## src/rtl/register_scoreboard_pkg.sv

```systemverilog
// Shared sizing and types for the decode-stage register scoreboard.
package register_scoreboard_pkg;
  localparam int REGISTER_DEPTH = 32;
  localparam int MAX_INFLIGHT   = 3;
  localparam int ADDR_W         = $clog2(REGISTER_DEPTH);
  localparam int COUNT_W        = $clog2(MAX_INFLIGHT + 1);

  typedef logic [ADDR_W-1:0]  reg_addr_t;
  typedef logic [COUNT_W-1:0] scoreboard_count_t;
endpackage

```

## src/rtl/register_scoreboard_entry.sv

```systemverilog
// Per-register saturating up/down count of pending writes.
module scoreboard_entry
  import register_scoreboard_pkg::*;
#(
  parameter int CNT_W = COUNT_W,
  parameter int MAX   = MAX_INFLIGHT
) (
  input  logic             clk,
  input  logic             rst,
  input  logic             i_inc,
  input  logic             i_dec,
  output logic [CNT_W-1:0] o_count,
  output logic             o_zero,
  output logic             o_full
);
  logic [CNT_W-1:0] r_count;
  logic             w_dec;
  logic             w_inc;

  assign o_zero  = (r_count == '0);
  assign o_full  = (r_count == CNT_W'(MAX));
  assign o_count = r_count;

  // A retire against an empty counter is dropped; the top flags it.
  assign w_dec = i_dec && !o_zero;
  assign w_inc = i_inc && !(o_full && !w_dec);

  always_ff @(posedge clk or posedge rst) begin
    if (rst)                 r_count <= '0;
    else if (w_inc && !w_dec) r_count <= r_count + CNT_W'(1);
    else if (w_dec && !w_inc) r_count <= r_count - CNT_W'(1);
  end
endmodule

```

## src/rtl/register_scoreboard.sv

```systemverilog
// In-order register scoreboard: gates decode issue on pending writes, retires on writeback.
module register_scoreboard #(
  parameter int REGISTER_DEPTH = register_scoreboard_pkg::REGISTER_DEPTH,
  parameter int MAX_INFLIGHT   = register_scoreboard_pkg::MAX_INFLIGHT,
  parameter bit WB_BYPASS      = 1'b1,
  localparam int AW = $clog2(REGISTER_DEPTH),
  localparam int CW = $clog2(MAX_INFLIGHT + 1),
  localparam int TW = $clog2(REGISTER_DEPTH * MAX_INFLIGHT + 1)
) (
  input  logic                      clk,
  input  logic                      rst,
  input  logic                      issue_valid,
  output logic                      issue_ready,
  input  logic [AW-1:0]             issue_rs1,
  input  logic                      issue_rs1_used,
  input  logic [AW-1:0]             issue_rs2,
  input  logic                      issue_rs2_used,
  input  logic [AW-1:0]             issue_rd,
  input  logic                      issue_rd_write,
  input  logic                      wb_valid,
  input  logic [AW-1:0]             wb_rd,
  output logic                      stall_decode,
  output logic [REGISTER_DEPTH-1:0] busy,
  output logic [TW-1:0]             inflight_total,
  output logic                      underflow_error
);
  logic [REGISTER_DEPTH-1:0][CW-1:0] w_count;
  logic [REGISTER_DEPTH-1:0]         w_zero;
  logic [REGISTER_DEPTH-1:0]         w_full;
  logic                              w_rs1_busy;
  logic                              w_rs2_busy;
  logic                              w_rd_block;
  logic                              w_fire;
  logic                              w_tot_inc;
  logic                              w_tot_dec;
  logic                              w_underflow;
  logic [TW-1:0]                     r_total;
  logic                              r_err;

  // x0 is hardwired zero: never busy, never counted.
  assign w_count[0] = '0;
  assign w_zero[0]  = 1'b1;
  assign w_full[0]  = 1'b0;

  for (genvar r = 1; r < REGISTER_DEPTH; r++) begin : g_entry
    logic w_inc;
    logic w_dec;
    assign w_inc = w_fire && issue_rd_write && (issue_rd == AW'(r));
    assign w_dec = wb_valid && (wb_rd == AW'(r));
    scoreboard_entry #(.CNT_W(CW), .MAX(MAX_INFLIGHT)) u_entry (
      .clk     (clk),
      .rst     (rst),
      .i_inc   (w_inc),
      .i_dec   (w_dec),
      .o_count (w_count[r]),
      .o_zero  (w_zero[r]),
      .o_full  (w_full[r])
    );
  end

  // With bypass, the last pending write retiring this cycle resolves the source now.
  assign w_rs1_busy = (issue_rs1 != '0) && !w_zero[issue_rs1] &&
                      !(WB_BYPASS && (w_count[issue_rs1] == CW'(1)) &&
                        wb_valid && (wb_rd == issue_rs1));
  assign w_rs2_busy = (issue_rs2 != '0) && !w_zero[issue_rs2] &&
                      !(WB_BYPASS && (w_count[issue_rs2] == CW'(1)) &&
                        wb_valid && (wb_rd == issue_rs2));
  assign w_rd_block = issue_rd_write && (issue_rd != '0) && w_full[issue_rd] &&
                      !(wb_valid && (wb_rd == issue_rd));

  assign issue_ready  = !(issue_rs1_used && w_rs1_busy) &&
                        !(issue_rs2_used && w_rs2_busy) && !w_rd_block;
  assign w_fire       = issue_valid && issue_ready;
  assign stall_decode = issue_valid && !issue_ready;

  assign w_tot_inc   = w_fire && issue_rd_write && (issue_rd != '0);
  assign w_tot_dec   = wb_valid && (wb_rd != '0) && !w_zero[wb_rd];
  assign w_underflow = wb_valid && (wb_rd != '0) && w_zero[wb_rd];

  always_ff @(posedge clk or posedge rst) begin
    if (rst) begin
      r_total <= '0;
      r_err   <= 1'b0;
    end else begin
      r_total <= r_total + TW'(w_tot_inc) - TW'(w_tot_dec);
      if (w_underflow) r_err <= 1'b1;
    end
  end

  assign busy            = ~w_zero;
  assign inflight_total  = r_total;
  assign underflow_error = r_err;
endmodule

```

## config.mk

```make
export PLATFORM = sky130hd
export DESIGN_NAME = register_scoreboard
export DESIGN_NICKNAME = d
export VERILOG_FILES = /design/src/rtl/register_scoreboard_pkg.sv /design/src/rtl/register_scoreboard_entry.sv /design/src/rtl/register_scoreboard.sv
export SDC_FILE = /design/constraint.sdc
export NUM_CORES = 1
export LEC_CHECK = 0
export BUFFER_PORTS_ARGS = -buffer_cell sky130_fd_sc_hd__buf_4
export CORE_MARGIN = 2
export CORE_UTILIZATION = 43
export CTS_CLUSTER_SIZE = 24
export DETAILED_ROUTE_END_ITERATION = 16
export GPL_TIMING_DRIVEN = 1
export PLACE_DENSITY = 0.63
export SLEW_MARGIN = 5
export SYNTH_ARGS = -nofsm -noshare
export SYNTH_HDL_FRONTEND = slang
export SYNTH_SLANG_ARGS = --single-unit
```

## constraint.sdc

```tcl
create_clock -name clk -period 12.21 [get_ports clk]
set_clock_uncertainty 0.2 [all_clocks]
set_input_delay 0 -clock clk [delete_from_list [all_inputs] [get_ports clk]]
set_output_delay 0 -clock clk [all_outputs]
set_load 0.02 [all_outputs]
```

# After elaboration in Yosys (flattened, before gate mapping)
# Cells that the tools add are included.
[word_totals] reg_bits=70 out_inout_bits=42 elab_cells=714
[op_classes] n_addsub=64 n_lt_le_gt_ge=4 eq_ne=98 n_mux=74 n_bitwise=1 n_reduce_logical=440
[ops] op="$logic_and A1 B1 Y1" n=240
[ops] op="$eq A5 B5 Y1 const B" n=32
[ops] op="$logic_not A1 Y1" n=134
[ops] op="$mux W2" n=64
[ops] op="$eq A5 B4 Y1 const B" n=16
[ops] op="$add A2 B1 Y2 const B" n=31
[ops] op="$eq A2 B2 Y1 const B" n=31
[ops] op="$logic_not A2 Y1" n=31
[ops] op="$reduce_bool A2 Y1" n=31
[ops] op="$sub A2 B1 Y2 const B" n=31
[ops] op="$eq A5 B3 Y1 const B" n=8
[ops] op="$not A32 Y32" n=1
[ops] op="$lt A5 B6 Y1 const B" n=4
[ops] op="$bmux W1 S5" n=4
[ops] op="$bmux W2 S5" n=2
[ops] op="$eq A5 B2 Y1 const B" n=4
[ops] op="$reduce_bool A5 Y1" n=4
[ops] op="$eq A5 B5 Y1" n=3
[ops] op="$eq A5 B1 Y1 const B" n=2
[ops] op="$add A7 B1 Y7" n=1
[ops] op="$sub A7 B1 Y7" n=1
[ops] op="$eq A2 B1 Y1 const B" n=2
[ops] op="$mux W1" n=4

# Logic depth before layout (Yosys ltp)
# Gate-level depths: netlist of the first run.
[logic_depth] ltp_word=19 depth_mapped=22 ltp_nobuf=19

# Modules after synthesis
# A second synthesis of the first run with hierarchy kept.
[unflattened] hier_cells=833 hier_area_um2=7115.6
[by_module_without_submodules] mod="scoreboard_entry" n_inst=31 cells_each=13 area_per_inst_um2=123.9 seq_area_each_um2=50.0
[by_module_without_submodules] mod="register_scoreboard" n_inst=1 cells_each=430 area_per_inst_um2=3275.6 seq_area_each_um2=200.2

# Least setup slack after synthesis of the first run
# No wires, ideal clock.
[synth_timing] path_type="reg2reg" from="reg g_entry[17].u_entry.r_count[0]" to="reg r_total[6] (netlist: inflight_total[6])" t_arrival_ns=3.725 setup_slack_ns=8.160 path_stages_with_launch=20 n_path_buf=1 synth_period_minus_slack_ns=4.050 cell_sequence="dfrtp_1 -> buf_2 -> or2_2 -> mux4_2 -> o2bb2ai_1 -> a21oi_1 -> o211ai_1 -> o211ai_4 -> a311o_1 -> ha_1 -> inv_1 -> ha_1 -> inv_1 -> fa_1 -> inv_1 -> a21oi_1 -> o21bai_1 -> a21o_1 -> a21oi_1 -> xnor2_1"
[synth_between] elab_chain_cells=16 word_cells_on_any_way=44 classes_between="add/sub (2); eq/ne (3); mux (12); reduce/logical (27)"
[synth_rtl] element="start, declared" line="register_scoreboard_entry.sv:16" rtl="logic [CNT_W-1:0] r_count;"
[synth_rtl] element="start signal, assigned" line="register_scoreboard_entry.sv:30" rtl="else if (w_inc && !w_dec) r_count <= r_count + CNT_W'(1);"
[synth_rtl] element="start signal, assigned" line="register_scoreboard_entry.sv:31" rtl="else if (w_dec && !w_inc) r_count <= r_count - CNT_W'(1);"
[synth_rtl] element="$bmux W2 S5 (on tied branches)" line="register_scoreboard.sv:63, register_scoreboard.sv:66"
[synth_rtl] element="$mux W2 (on tied branches)" line="register_scoreboard.sv:63, register_scoreboard.sv:66"
[synth_rtl] element="$eq A2 B1 Y1 (on tied branches)" line="register_scoreboard.sv:63, register_scoreboard.sv:66"
[synth_rtl] element="$logic_and A1 B1 Y1 (on tied branches)" line="register_scoreboard.sv:63, register_scoreboard.sv:66"
[synth_rtl] element="$logic_and A1 B1 Y1 (on tied branches)" line="register_scoreboard.sv:64, register_scoreboard.sv:67"
[synth_rtl] element="$logic_not A1 Y1 (on tied branches)" line="register_scoreboard.sv:63, register_scoreboard.sv:66"
[synth_rtl] element="$logic_and A1 B1 Y1 (on tied branches)" line="register_scoreboard.sv:62, register_scoreboard.sv:65"
[synth_rtl] element="$logic_and A1 B1 Y1 (on tied branches)" line="register_scoreboard.sv:71, register_scoreboard.sv:72"
[synth_rtl] element="$logic_not A1 Y1 (on tied branches)" line="register_scoreboard.sv:71, register_scoreboard.sv:72"
[synth_rtl] element="$logic_and A1 B1 Y1" line="register_scoreboard.sv:71" rtl="assign issue_ready = !(issue_rs1_used && w_rs1_busy) &&"
[synth_rtl] element="$logic_and A1 B1 Y1" line="register_scoreboard.sv:72" rtl="!(issue_rs2_used && w_rs2_busy) && !w_rd_block;"
[synth_rtl] element="$logic_and A1 B1 Y1" line="register_scoreboard.sv:73" rtl="assign w_fire = issue_valid && issue_ready;"
[synth_rtl] element="$logic_and A1 B1 Y1 (2 in a row)" line="register_scoreboard.sv:76" rtl="assign w_tot_inc = w_fire && issue_rd_write && (issue_rd != '0);"
[synth_rtl] element="$add A7 B1 Y7" line="register_scoreboard.sv:85" rtl="r_total <= r_total + TW'(w_tot_inc) - TW'(w_tot_dec);"
[synth_rtl] element="$sub A7 B1 Y7 (*)" line="register_scoreboard.sv:85"
[synth_rtl] element="end signal, assigned" line="register_scoreboard.sv:85"
[synth_rtl] element="end, declared" line="register_scoreboard.sv:37" rtl="logic [TW-1:0] r_total;"
# Mark *: on every way between the ends. The rest lies on a longest branch, timed or not. The select of a mux whose other input is x is not followed.
# A chain may end at the register's enable or synchronous reset.

# Worst setup path after layout of the first run
[layout_timing] from="reg g_entry[15].u_entry.r_count[1]" to="reg r_total[6] (netlist: inflight_total[6])"
[layout_between] elab_chain_cells=16 word_cells_on_any_way=44 classes_between="add/sub (2); eq/ne (3); mux (12); reduce/logical (27)"
[layout_rtl] element="start, declared" line="register_scoreboard_entry.sv:16"
[layout_rtl] element="start signal, assigned" line="register_scoreboard_entry.sv:30"
[layout_rtl] element="start signal, assigned" line="register_scoreboard_entry.sv:31"
[layout_rtl] element="$bmux W2 S5 (on tied branches)" line="register_scoreboard.sv:63, register_scoreboard.sv:66"
[layout_rtl] element="$mux W2 (on tied branches)" line="register_scoreboard.sv:63, register_scoreboard.sv:66"
[layout_rtl] element="$eq A2 B1 Y1 (on tied branches)" line="register_scoreboard.sv:63, register_scoreboard.sv:66"
[layout_rtl] element="$logic_and A1 B1 Y1 (on tied branches)" line="register_scoreboard.sv:63, register_scoreboard.sv:66"
[layout_rtl] element="$logic_and A1 B1 Y1 (on tied branches)" line="register_scoreboard.sv:64, register_scoreboard.sv:67"
[layout_rtl] element="$logic_not A1 Y1 (on tied branches)" line="register_scoreboard.sv:63, register_scoreboard.sv:66"
[layout_rtl] element="$logic_and A1 B1 Y1 (on tied branches)" line="register_scoreboard.sv:62, register_scoreboard.sv:65"
[layout_rtl] element="$logic_and A1 B1 Y1 (on tied branches)" line="register_scoreboard.sv:71, register_scoreboard.sv:72"
[layout_rtl] element="$logic_not A1 Y1 (on tied branches)" line="register_scoreboard.sv:71, register_scoreboard.sv:72"
[layout_rtl] element="$logic_and A1 B1 Y1" line="register_scoreboard.sv:71"
[layout_rtl] element="$logic_and A1 B1 Y1" line="register_scoreboard.sv:72"
[layout_rtl] element="$logic_and A1 B1 Y1" line="register_scoreboard.sv:73"
[layout_rtl] element="$logic_and A1 B1 Y1 (2 in a row)" line="register_scoreboard.sv:76"
[layout_rtl] element="$add A7 B1 Y7" line="register_scoreboard.sv:85"
[layout_rtl] element="$sub A7 B1 Y7 (*)" line="register_scoreboard.sv:85"
# Marked as above.

==> metrics list, run 1 <==
* Result of the run: finished clean
* PD cells: 228 nW/um^2
* Final wirelength: 20.8 mm
- The finished cells cover 7610 sq um.
- After synthesis, the share of flip-flops with an asynchronous set or reset is 100%.
- RSZ-0062 raised after global routing: no
- Die Area: 16700 sq um
- The synthesized design contains 0 enable-type register cells.
- Across the VDD grid, the largest voltage drop is 0.000157 V.
- Clock-pin slew was measured on the worst setup and hold paths at 0.06 ns.
- Yosys mapped the design onto 60 distinct sky130hd cell types.
* Last element of the critical path: inflight_total[6]
* Number of antenna violations at the first check in global routing: 0
* Buffer type at the clock tree root: sky130_fd_sc_hd__clkbuf_16
- Global routing used 26.2% of the available tracks.
* DRC violation count after routing: 0
* Syn Nets: 859
- The worst path needs 4.30 ns of the cycle, external delays included.
* X dimension of the die: 129 um
* Gp weighted congestion: 0.981
* Synth-to-layout area growth: 13.1%
- In this run, CTS created clock tree buffers numbering 9.
* Worst min path class: input port to flop
- CTS sink count: 70
- Summed over all instances, the cell type with the most area after synthesis is sky130_fd_sc_hd__dfrtp_1.
- In the routed layout, each cell is associated on average with a via count of 5.88.
- Leading cell types by total area after synthesis: sky130_fd_sc_hd__dfrtp_1, sky130_fd_sc_hd__xor2_1, sky130_fd_sc_hd__mux4_2, sky130_fd_sc_hd__ha_1, sky130_fd_sc_hd__nor2_1
* Worst flop-to-flop path startpoint: g_entry[15].u_entry.o_count[1]
- Cells with a size suffix above 1 make up 16.4% of the layout.
* Worst slew slack as a fraction of its limit: 39.7%
* Core outline area: 15300 sq um
- Cell area after synthesis: 6730 sq um
- Leading register cell type out of synthesis: sky130_fd_sc_hd__dfrtp_1
* Number of synthesized register bits: 70
- In this run, the number of DRC markers left after iteration 0 of detailed routing was 816.
* Setup slack on the worst flop-to-flop path: 7.91 ns
* Y dimension of the die: 129 um
- Routed WL per cell: 20.0 um
- Slew at the pin closest to its max-slew limit: 0.905 ns
- Worst-Skew Late Latency: 0.35 ns
- For the final routed database, the setup TNS stands at 0 ns.
- Reg2Reg Depth: 19
* Proportion of netlist area held by the largest area contributor: 26.0%
- Count of endpoints failing setup in the final report: 0
* Share of synthesized area occupied by flip-flops and latches: 26.0%
- End of the worst register-to-register path: inflight_total[6]
- Post_cts resized: 0
* Pin count of the biggest net entering global routing: 71
- The via count of the first global-routing pass was 5947.
- Length of the first detailed-routing pass in iterations: 7
* Type of element capturing the critical path: flop
- Critical path data required time: 12.24 ns
- The total count of max-transition violations in the final report is 0.
- Core occupancy in the finished layout: 49.9%
* Leakage component of the power: 3.34 nW
- Once the floorplan was initialized, standard cells occupied 44.1% of the core.
- The hold violation count in the final report was 0.
* Number of core rows: 45
- Tracing the worst setup path back leads to its startpoint at g_entry[15].u_entry.o_count[1].
* Final-stage net count: 892
- Placed instance area: 7270 sq um
- In the finished design, the share of the clock period the worst path needs comes to 35.3%.
- Arrival time of data at the critical path endpoint: 4.34 ns
- CTS tree: yes
* Count of yosys warnings during synthesis: 0
* Vias: 6124
* Final HPWL from detailed placement: 15.6 mm
* Diodes inserted: 0
- The tool flagged a number of max-cap violations equal to 0.
- Timing would allow up to 232 MHz.
* Max Fanout on Critical Path: 5
- The count of nets left with antenna violations once routing finished came out at 0.
- STA classifies the critical path startpoint as a flop.
* Max clock buf depth: 2
- GRT overflow: 0
* Critical path class: flop to flop
- In this run the tool buffered the top-level ports with 67 buffer cells.
- Number of ports placed on the die boundary: 69
* Maximum level of the CTS H-tree: 3
- The cell count after synthesis came out at 793.
- The first global-routing pass estimated 33.4 mm of wire.
* Mean cell area of the mapped netlist: 8.48 sq um
power breakdown:
| group | leakage [nW] | switching, W | total (W) | internal (W) |
|---|---|---|---|---|
| Clock | 0.146 | 0.000100 | 0.000269 | 0.000169 |
| Combinational | 2.31 | 0.000528 | 0.000950 | 0.000422 |
| Sequential | 0.882 | 0.000174 | 0.000516 | 0.000341 |
through the flow:
stage / total power [W] / setup WS, ns / hold WS [ns] / cells
after global routing: 0.00185 / 7.63 / 0.0873 / 1042
after floorplan: 0.00114 / 8.16 / -0.0480 / 793
final: 0.00173 / 7.91 / 0.0543 / 1042
after detailed placement: 0.00145 / 7.93 / 0.0875 / 1023
after global placement: 0.00145 / 7.98 / 0.0884 / 1023
after CTS: 0.00173 / 7.93 / 0.0401 / 1042
cell type report:
| cell class | count | area, sq um |
|---|---|---|
| Clock buffer | 13 | 260 |
| Clock inverter | 3 | 42.5 |
| Fill cell | 1473 | 7650 |
| Inverter | 49 | 184 |
| Multi-Input combinational cell | 624 | 4560 |
| Sequential cell | 70 | 1750 |
| Tap cell | 211 | 264 |
| Timing Repair Buffer | 72 | 548 |
registers in the layout, summed over array words and instances (netlist names):
name,cells
g_entry.u_entry.o_count,62
inflight_total,7
underflow_error,1
cells by family (layout without fill, tap and decap cells):
group,count (synthesis),count (layout),synth area share (%)
XOR/XNOR,112,112,14.6
adder cells (fa/ha/maj),39,39,7.37
buffers and inverters,99,137,6.20
AND/OR/NAND/NOR,318,318,23.9
AO/OA/AOI/OAI,124,124,12.8
multiplexers,30,30,8.97
flip-flops,70,70,26.0
other,1,1,0.0558
how the worst min path moves through the flow:
stage	from	endpoint	slack [ns]	cells after the start
2_1_floorplan	wb_valid	underflow_error	-0.05	1
3_3_place_gp	wb_valid	underflow_error	0.09	2
3_5_place_dp	wb_valid	underflow_error	0.09	2
4_1_cts	wb_rd[0]	g_entry[15].u_entry.o_count[0]	0.04	4
5_1_grt	wb_rd[0]	g_entry[15].u_entry.o_count[0]	0.09	4
6_report	wb_rd[0]	g_entry[15].u_entry.o_count[0]	0.05	4
synthesized netlist by cell type (18+ instances only):
cell type and instances:
sky130_fd_sc_hd__nor2_1 108, sky130_fd_sc_hd__nand2_1 72, sky130_fd_sc_hd__dfrtp_1 70, sky130_fd_sc_hd__xor2_1 69, sky130_fd_sc_hd__inv_1 48, sky130_fd_sc_hd__xnor2_1 43, sky130_fd_sc_hd__ha_1 38, sky130_fd_sc_hd__a21oi_1 33
sky130_fd_sc_hd__clkbuf_1 28, sky130_fd_sc_hd__nand2b_1 27, sky130_fd_sc_hd__mux4_2 24, sky130_fd_sc_hd__nor3_1 19, sky130_fd_sc_hd__o21ai_0 18
critical path: stages, from the launching register on:
cell	delay, ns
sky130_fd_sc_hd__dfrtp_1	0.43
sky130_fd_sc_hd__nand2b_1	0.18
sky130_fd_sc_hd__mux4_2	0.50
sky130_fd_sc_hd__nand2_1	0.09
sky130_fd_sc_hd__a311oi_1	0.10
sky130_fd_sc_hd__or4_1	0.50
sky130_fd_sc_hd__nand3_2	0.13
sky130_fd_sc_hd__o211ai_4	0.09
sky130_fd_sc_hd__a311o_1	0.36
sky130_fd_sc_hd__ha_1	0.28
sky130_fd_sc_hd__inv_1	0.06
sky130_fd_sc_hd__ha_1	0.16
sky130_fd_sc_hd__inv_1	0.05
sky130_fd_sc_hd__fa_1	0.40
sky130_fd_sc_hd__inv_1	0.07
sky130_fd_sc_hd__a21oi_1	0.06
sky130_fd_sc_hd__o21bai_1	0.18
sky130_fd_sc_hd__a21o_1	0.14
sky130_fd_sc_hd__a21oi_1	0.07
sky130_fd_sc_hd__xnor2_1	0.12
cell usage in the layout (no fill, tap or decap), drive strengths merged, types with 27 or more instances in the layout:
cell | synthesis | routed
nor2 | 108 | 108
nand2 | 72 | 72
dfrtp | 70 | 70
xor2 | 69 | 69
buf | 22 | 69
inv | 49 | 49
xnor2 | 43 | 43
ha | 38 | 38
a21oi | 33 | 33
nand2b | 27 | 27
metal layers:
metal | wire length, um | track usage (%) | up-vias
li1 | - | - | 2824
met2 | 9040 | 38.3 | 338
met3 | 2220 | 6.73 | 50
met1 | 9000 | 37.6 | 2912
met5 | 0 | 0 | -
met4 | 587 | 9.78 | 0
timing repair:
item	CTS	global route
setup endpoints to repair	0	0
hold buffers	3	0
buffers inserted	0	0
endpoints found under the hold margin	71	0
Note: power is estimated with default switching activity, not from simulation.
==> inputs of run 2 (changes only) <==
--- a/config.mk
+++ b/config.mk
@@ -11,7 +11,7 @@
 export CTS_CLUSTER_SIZE = 24
 export DETAILED_ROUTE_END_ITERATION = 16
 export GPL_TIMING_DRIVEN = 1
-export PLACE_DENSITY = 0.63
+export PLACE_DENSITY = 0.66
 export SLEW_MARGIN = 5
 export SYNTH_ARGS = -nofsm -noshare
 export SYNTH_HDL_FRONTEND = slang
==> constraint.sdc (replaced) <==
create_clock -name clk -period 3.68 [get_ports clk]
set_clock_uncertainty 0.2 [all_clocks]
set_input_delay 0 -clock clk [delete_from_list [all_inputs] [get_ports clk]]
set_output_delay 0 -clock clk [all_outputs]
set_load 0.02 [all_outputs]
==> metrics list, run 2 (synthesis gave the netlist of run 1 again) <==
- DR iter-0 viols: 719
- Critical path class: flop to flop
- Result of the run: complete, but fails checks
* PD cells: 767 nW/um^2
- Via count of the first global-routing pass: 6864
- DR vias/cell: 5.70
* Core outline area: 15300 sq um
- For the final routed database, the setup TNS stands at -0.755 ns.
- CTS sink count: 70
* Slew at the pin closest to its max-slew limit: 0.546 ns
- Path length in cells of the critical path: 19
* Number of buffers inserted during clock tree synthesis: 9
* First-pass GRT wire length: 37.0 mm
* DRC violation count after routing: 0
* Final number of hold-violating endpoints: 0
- For this design the static power due to leakage is 4.20 nW.
- Detailed routing inserted a total of 6917 vias.
- Share of power burned in combinational logic: 67.3%
* Final Worst Setup Slack: -0.237 ns
- Data on the critical path is required at its endpoint by 3.72 ns.
- Switching power share of the total: 43.1%
- Most frequent cells in the layout: sky130_fd_sc_hd__buf_4, sky130_fd_sc_hd__nor2_1, sky130_fd_sc_hd__nand2_1
* Clock transition at path regs: 0.06 ns
- Layout Cells excl Fill: 1214
* Number of antenna violations at the first check in global routing: 0
- Proportion of power drawn by flip-flops and latches: 20.8%
- The number of antenna diodes in the final layout is 0.
- At the end of the flow the core is filled with cells to 58.8%.
- Max-cap violation count: 0
- Dividing the detail-routed wire length by the instance count gives 19.2 um.
* Number of core rows: 45
- Violated checks: negative setup slack
* Y dimension of the die: 129 um
* CTS tree: yes
* Critical path launch point: g_entry[15].u_entry.o_count[1]
- Count of endpoints failing setup in the final report: 5
* Max Clk Rate: 255 MHz
- The die covers 16700 sq um.
- GRT overflow: 0
* Critical Path Slowest Stage Cell: sky130_fd_sc_hd__or4_1
- Wires add up to 23.3 mm.
- Fraction of final layout cells with drive strength greater than 1: 32.3%
- Number of buffer and inverter instances along the worst setup path: 3
* Type of element capturing the critical path: flop
- In this design, the critical path's most frequently occurring cell is sky130_fd_sc_hd__inv_2.
- Final-stage net count: 1064
- The worst pin sits at a relative slew slack of 63.1%.
* Number of ports placed on the die boundary: 69
* Arrival time of data at the critical path endpoint: 3.95 ns
* Series of cell instances along the critical path: nand2b_4 -> mux4_2 -> nand2_2 -> a311oi_2 -> or4_1 -> nand3_2 -> o211ai_4 -> a311o_1 -> ha_1 -> inv_2 -> ha_4 -> inv_2 -> fa_2 -> inv_2 -> a21oi_2 -> o21bai_2 -> a21o_1 -> a21oi_2 -> xnor2_1
- Max clock buf depth: 2
* Worst flop-to-flop path startpoint: g_entry[15].u_entry.o_count[1]
- Counting I/O delays and the setup requirement, the final critical path takes 3.92 ns.
* Post-layout total power: 0.00688 W
- Max Fanout on Critical Path: 2
* Final Slew Violations: 0
* Crit share post-route: 106%
* X dimension of the die: 129 um
- In this run the worst hold path is classified as input port to asynchronous set/reset pin.
- Worst-Skew Late Latency: 0.36 ns
* Critical path's largest stage delay: 0.49 ns
- Maximum level of the CTS H-tree: 3
- The worst setup path is launched from a flop.
- Length of the first detailed-routing pass in iterations: 5
- Starting utilization of the core area: 44.1%
- VDD sags by at most 0.000711 V.
- In this run the power spent charging and discharging nets is 0.00297 W.
- Grouping stages by cell kind, the critical path spends the most delay in compound AO/OA/AOI/OAI gates.
- Most common cell after layout, fill and taps aside: sky130_fd_sc_hd__buf_4
- Of the total power, the clock network draws 12.0%.
- Port Buffer Count: 67
- Relative to the synthesized area, the layout overhead comes to 33.4%.
- In this run the remaining antenna-violating nets after routing total 0.
- Entering global routing, the biggest net connects 34 pins.
- Placed cell count: 1191
* Reg2Reg Depth: 19
- Final HPWL from detailed placement: 18.3 mm
* Gp weighted congestion: 0.971
- Number of flip-flops in the largest register: 62
- Global routing used 29.3% of the available tracks across all layers.
* Buffer type at the clock tree root: sky130_fd_sc_hd__clkbuf_16
- RSZ-0062 raised after global routing: yes
- Internal portion of total power: 0.00391 W
[run 2: changes by cell type in the layout (fill, tap and decap cells not counted), sizes merged]
| cell | change |
|---|---|
| bufinv | -1 |
| buf | +172 |
| clkbuf | +2 |
| clkinvlp | -1 |
[run 2: tightest hold or removal path: stages]
cell	delay, ns
sky130_fd_sc_hd__dlygate4sd3_1	0.54
sky130_fd_sc_hd__buf_4	0.13
sky130_fd_sc_hd__inv_2	0.39
[run 2: cell type report]
type | instances | area [sq um]
Clock inverter | 1 | 5.00
Tap cell | 211 | 264
Timing Repair Buffer | 244 | 1860
Fill cell | 1358 | 6290
Sequential cell | 70 | 1750
Inverter | 49 | 184
Clock buffer | 15 | 258
Multi-Input combinational cell | 624 | 4650
[run 2: per-stage QoR]
step | cell area [sq um] | setup slack, ns | hold WS [ns]
5_1_grt | 8970 | -0.409 | 0.116
2_1_floorplan | 6730 | -0.204 | -0.0480
4_1_cts | 8950 | -0.288 | 0.0649
3_5_place_dp | 8550 | -0.353 | -0.118
3_3_place_gp | 8550 | -0.273 | -0.124
6_report | 8970 | -0.237 | 0.0502
[run 2: final timing paths]
check                                                 end  slack [ns]
hold / removal             g_entry[18].u_entry.o_count[0]        0.05
setup / recovery                        inflight_total[6]       -0.24
hold reg to reg            g_entry[20].u_entry.o_count[1]        0.32
min in group clk           g_entry[15].u_entry.o_count[0]        0.10
max in group asynchronous   g_entry[7].u_entry.o_count[0]        2.50
setup reg to reg                        inflight_total[6]       -0.24
[run 2: power by group through the flow]
stage	logic, W	registers [W]	clock network, W
6_report	0.00463	0.00143	0.000823
3_5_place_dp	0.00442	0.00142	0
3_3_place_gp	0.00435	0.00140	0
4_1_cts	0.00455	0.00143	0.000835
2_1_floorplan	0.00225	0.00153	0
5_1_grt	0.00496	0.00149	0.000863
[run 2: layer usage]
metal | wire [um] | global-route usage, % | up-vias
met4 | 840 | 13.0 | 0
met2 | 10300 | 45.5 | 380
met3 | 2220 | 6.19 | 70
met1 | 9930 | 39.7 | 3291
li1 | - | - | 3176
met5 | 0 | 0 | -
[run 2: what timing repair did]
action                                  4_1_cts  5_1_grt
endpoints found under the setup margin        3       35
hold buffers                                  3        0
endpoints found under the hold margin        24        0
buffers inserted                              4        3
resized for setup                            15        7
pin swaps                                     6        6
==> inputs of run 3 (changes only) <==
--- a/config.mk
+++ b/config.mk
@@ -11,8 +11,9 @@
 export CTS_CLUSTER_SIZE = 24
 export DETAILED_ROUTE_END_ITERATION = 16
 export GPL_TIMING_DRIVEN = 1
-export PLACE_DENSITY = 0.66
+export PLACE_DENSITY = 0.65
 export SLEW_MARGIN = 5
 export SYNTH_ARGS = -nofsm -noshare
 export SYNTH_HDL_FRONTEND = slang
+export SYNTH_HIERARCHICAL = 1
 export SYNTH_SLANG_ARGS = --single-unit
==> metrics list, run 3 <==
- In the layout the commonest cells are sky130_fd_sc_hd__buf_4, sky130_fd_sc_hd__inv_1, sky130_fd_sc_hd__nor2_1.
- The routed design uses 10.6 mm of met2 wire.
- Pin count of the biggest net entering global routing: 34
- Routed WL per cell: 18.6 um
* Worst min path class: input port to asynchronous set/reset pin
* Proportion of netlist area held by the largest area contributor: 24.6%
- Cell taking the most area after synthesis: sky130_fd_sc_hd__dfrtp_1
* GRT overflow: 0
* Die Area: 17600 sq um
- The post-route netlist has 32.7% of its cells at a drive strength greater than 1.
- Placement-stage worst setup slack: -0.382 ns
- Final sum of negative setup slack: -1.11 ns
* Most repeated cell in the gate-level netlist after synthesis: sky130_fd_sc_hd__inv_1
- The number of antenna diodes in the final layout is 0.
- DR iter-0 viols: 559
- Final standard cell area without fillers: 9370 sq um
* Maximum level of the CTS H-tree: 3
- Via count of the first global-routing pass: 6966
- Across all hold checks on the routed design, the worst slack comes to 0.0747 ns.
- Final wirelength: 23.6 mm
- Syn Nets: 899
- The congestion estimate from routability-driven global placement came to 0.953.
- In the synthesized netlist the dominant register cell turns out to be sky130_fd_sc_hd__dfrtp_1.
- Cell area after synthesis: 7120 sq um
- The largest single stage delay on the critical path is 0.45 ns.
- Headroom to the max-slew limit came out at 47.8%.
- After Yosys synthesis, full adders, half adders and majority gates account for 6.96% of the synthesized area.
- Unique cell type count in the Yosys netlist: 65
- Met3 wirelength from detailed routing: 2.08 mm
- The first global-routing pass estimated 37.1 mm of wire.
- Minimum clock period: 4.05 ns
- Max clock buf depth: 2
- Clock transition at path regs: 0.06 ns
- The tool flagged a number of max-cap violations equal to 0.
- The detailed router placed 6965 vias in this run.
- Dominant combinational cell family by area after synthesis: simple AND/OR/NAND/NOR gates
* PD cells: 765 nW/um^2
* Max Clk Rate: 247 MHz
- The final reports fail on negative setup slack.
- Proportion of synthesized area in mux cells: 11.8%
- Leakage component of the power: 4.53 nW
* Number of ports placed on the die boundary: 69
- Final Slew Violations: 0
- The first TritonRoute pass finished after 5 iterations.
* Max Fanout on Critical Path: 4
* Number of antenna violations at the first check in global routing: 0
* Worst vdd rail ir drop: 0.000386 V
- The floorplan has 47 rows.
- Final number of hold-violating endpoints: 0
* Most common cell after layout, fill and taps aside: sky130_fd_sc_hd__buf_4
- After floorplanning, the core was sized to cover 16400 sq um.
- Global routing consumed, over all layers together, 27.4% of the routing resources.
- Synthesis produced a netlist whose cell count is 833.
* Buffer type at the clock tree root: sky130_fd_sc_hd__clkbuf_16
- Setup slack on the worst flop-to-flop path: -0.37 ns
- Synth-to-layout area growth: 31.7%
- Result of the run: complete, but fails checks
- Share of synthesized area occupied by flip-flops and latches: 24.6%
- Top Layer Used: met4
- STA classifies the critical path endpoint as a flop.
* Final HPWL from detailed placement: 17.5 mm
- The critical path is of the flop to flop type.
- Leading cell types by total area after synthesis: sky130_fd_sc_hd__dfrtp_1, sky130_fd_sc_hd__mux4_2, sky130_fd_sc_hd__xor2_1, sky130_fd_sc_hd__ha_1, sky130_fd_sc_hd__inv_1
- Final-stage net count: 1112
- Worst-Skew Late Latency: 0.35 ns
- After layout, the worst path uses 110% of the clock period.
* Number of buffer and inverter instances along the worst setup path: 4
- Data arrives at the worst endpoint at 4.09 ns.
- The synthesized netlist devotes 11.7% of its cell area to compound gates.
- Total power for the finished layout comes to 0.00717 W.
- Once detail routing completed, the nets flagged for antenna violations numbered 0.
- Library cell appearing most often on the critical path: sky130_fd_sc_hd__inv_2
- DR vias/cell: 5.48
- Cell type group with the largest total delay on the critical path: compound AO/OA/AOI/OAI gates
* Slew at the pin closest to its max-slew limit: 0.780 ns
- The die is 133 um tall.
- Post-synthesis xor/xnor area fraction: 14.0%
- Count of endpoints failing setup in the final report: 4
- In the synthesized netlist, the cells that appear most often are sky130_fd_sc_hd__inv_1, sky130_fd_sc_hd__nor2_1, sky130_fd_sc_hd__xor2_1.
* Number of flip-flops in the largest register: 62
* Number of synthesized register bits: 70
* Detailed-route wire length on metal 1: 9.91 mm
* CTS tree: yes
* Critical Path Slowest Stage Cell: sky130_fd_sc_hd__mux4_2
* Post-synth EDFFs: 0
* Mean cell area of the mapped netlist: 8.54 sq um
* Starting utilization of the core area: 43.4%
* Port Buffer Count: 67
- Clock tree synthesis inserted a total of 9 buffers.
- Series of cell instances along the critical path: nor2_4 -> inv_2 -> mux4_2 -> o31a_1 -> a32o_1 -> o211ai_1 -> nand3_4 -> or3b_1 -> ha_1 -> inv_2 -> ha_4 -> inv_2 -> fa_2 -> inv_2 -> a21oi_2 -> o21bai_1 -> a21o_1 -> a21oi_2 -> xnor2_1
- Critical path data required time: 3.71 ns
* Fillcell total: 1485
- The worst setup path is launched from a flop.
- Of all flip-flops after synthesis, the portion carrying an async set or reset was 100%.
- In the routed design, unresolved DRC markers number 0.
* Count of yosys warnings during synthesis: 6
* CTS sink count: 70
- The synthesized netlist devotes 21.5% of its cell area to simple gates.
* Placed instance area: 8810 sq um
- Setup repair after global routing could not meet its margin everywhere.
- X dimension of the die: 133 um
- In the post-route analysis, the smallest setup slack over all paths is -0.375 ns.
[run 3: cell count changes in the layout (fill, tap and decap cells not counted), sizes merged, moves of 8 or more]
| cell | change |
|---|---|
| inv | +74 |
| nand2 | -56 |
| a21boi | +31 |
| and2 | +29 |
| a21oi | -21 |
| nor4 | -19 |
| o21ai | +17 |
| nor3 | +15 |
| nand2b | -12 |
| a211oi | -10 |
| or2 | -8 |
[run 3: cell families (layout without fill, tap and decap cells)]
family,count (synthesis),count (layout)
muxes,45,45
buffers and inverters,160,378
xor gates and xnor gates,114,114
other,1,1
AOI/OAI and AO/OA,123,123
adders and majority gates,39,39
and+or+nand+nor,281,281
DFF,70,70
[run 3: area by class of cell]
cell class	instances	area, sq um	area share (%)
clock inverters	4	20.0	0.214
multi-input cells	603	4740	50.6
repair buffers	239	1850	19.8
inverters	123	462	4.93
clock buffers	12	267	2.84
well taps	220	275	2.94
flip-flops and latches	70	1750	18.7
[run 3: worst register-to-register path, cell delays in order, from the launching register on]
cell	delay, ns
sky130_fd_sc_hd__dfrtp_1	0.43
sky130_fd_sc_hd__nor2_4	0.16
sky130_fd_sc_hd__inv_2	0.05
sky130_fd_sc_hd__mux4_2	0.45
sky130_fd_sc_hd__o31a_1	0.27
sky130_fd_sc_hd__a32o_1	0.26
sky130_fd_sc_hd__o211ai_1	0.14
sky130_fd_sc_hd__nand3_4	0.11
sky130_fd_sc_hd__or3b_1	0.36
sky130_fd_sc_hd__ha_1	0.29
sky130_fd_sc_hd__inv_2	0.07
sky130_fd_sc_hd__ha_4	0.13
sky130_fd_sc_hd__inv_2	0.04
sky130_fd_sc_hd__fa_2	0.34
sky130_fd_sc_hd__inv_2	0.07
sky130_fd_sc_hd__a21oi_2	0.05
sky130_fd_sc_hd__o21bai_1	0.20
sky130_fd_sc_hd__a21o_1	0.16
sky130_fd_sc_hd__a21oi_2	0.06
sky130_fd_sc_hd__xnor2_1	0.12
[run 3: final timing paths]
check,cells past startpoint,start,to
setup / recovery,19,g_entry[22].u_entry/o_count[0],inflight_total[6]
hold / removal,3,rst,g_entry[14].u_entry/o_count[1]
setup reg to reg,19,g_entry[22].u_entry/o_count[0],inflight_total[6]
hold reg to reg,1,underflow_error,underflow_error
max in group asynchronous,3,rst,inflight_total[5]
min in group clk,5,wb_rd[4],underflow_error
[run 3: what timing repair did]
action	4_1_cts	5_1_grt
setup buffers	26	5
gates resized for setup	15	10
setup endpoints to repair	4	43
pin swaps	7	5
hold buffers	2	0
endpoints found under the hold margin	71	0
[run 3: layer usage]
layer  global-route usage (%)  up-vias
li1                         -     3252
met1                     36.0     3313
met2                     42.2      331
met3                     6.44       69
met4                     14.3        0
met5                        0        -
[run 3: stage by stage]
stage / instances / utilization, %
6_report: 1271 / 57.1
3_3_place_gp: 1229 / 53.7
4_1_cts: 1273 / 57.1
2_1_floorplan: 833 / -
5_1_grt: 1271 / 57.1
3_5_place_dp: 1229 / 53.7
[run 3: report_power, final]
part	internal, W	total, W	switching [W]
Clock	0.000506	0.000846	0.000340
Combinational	0.00257	0.00487	0.00230
Sequential	0.00114	0.00145	0.000318
Total	0.00421	0.00717	0.00296
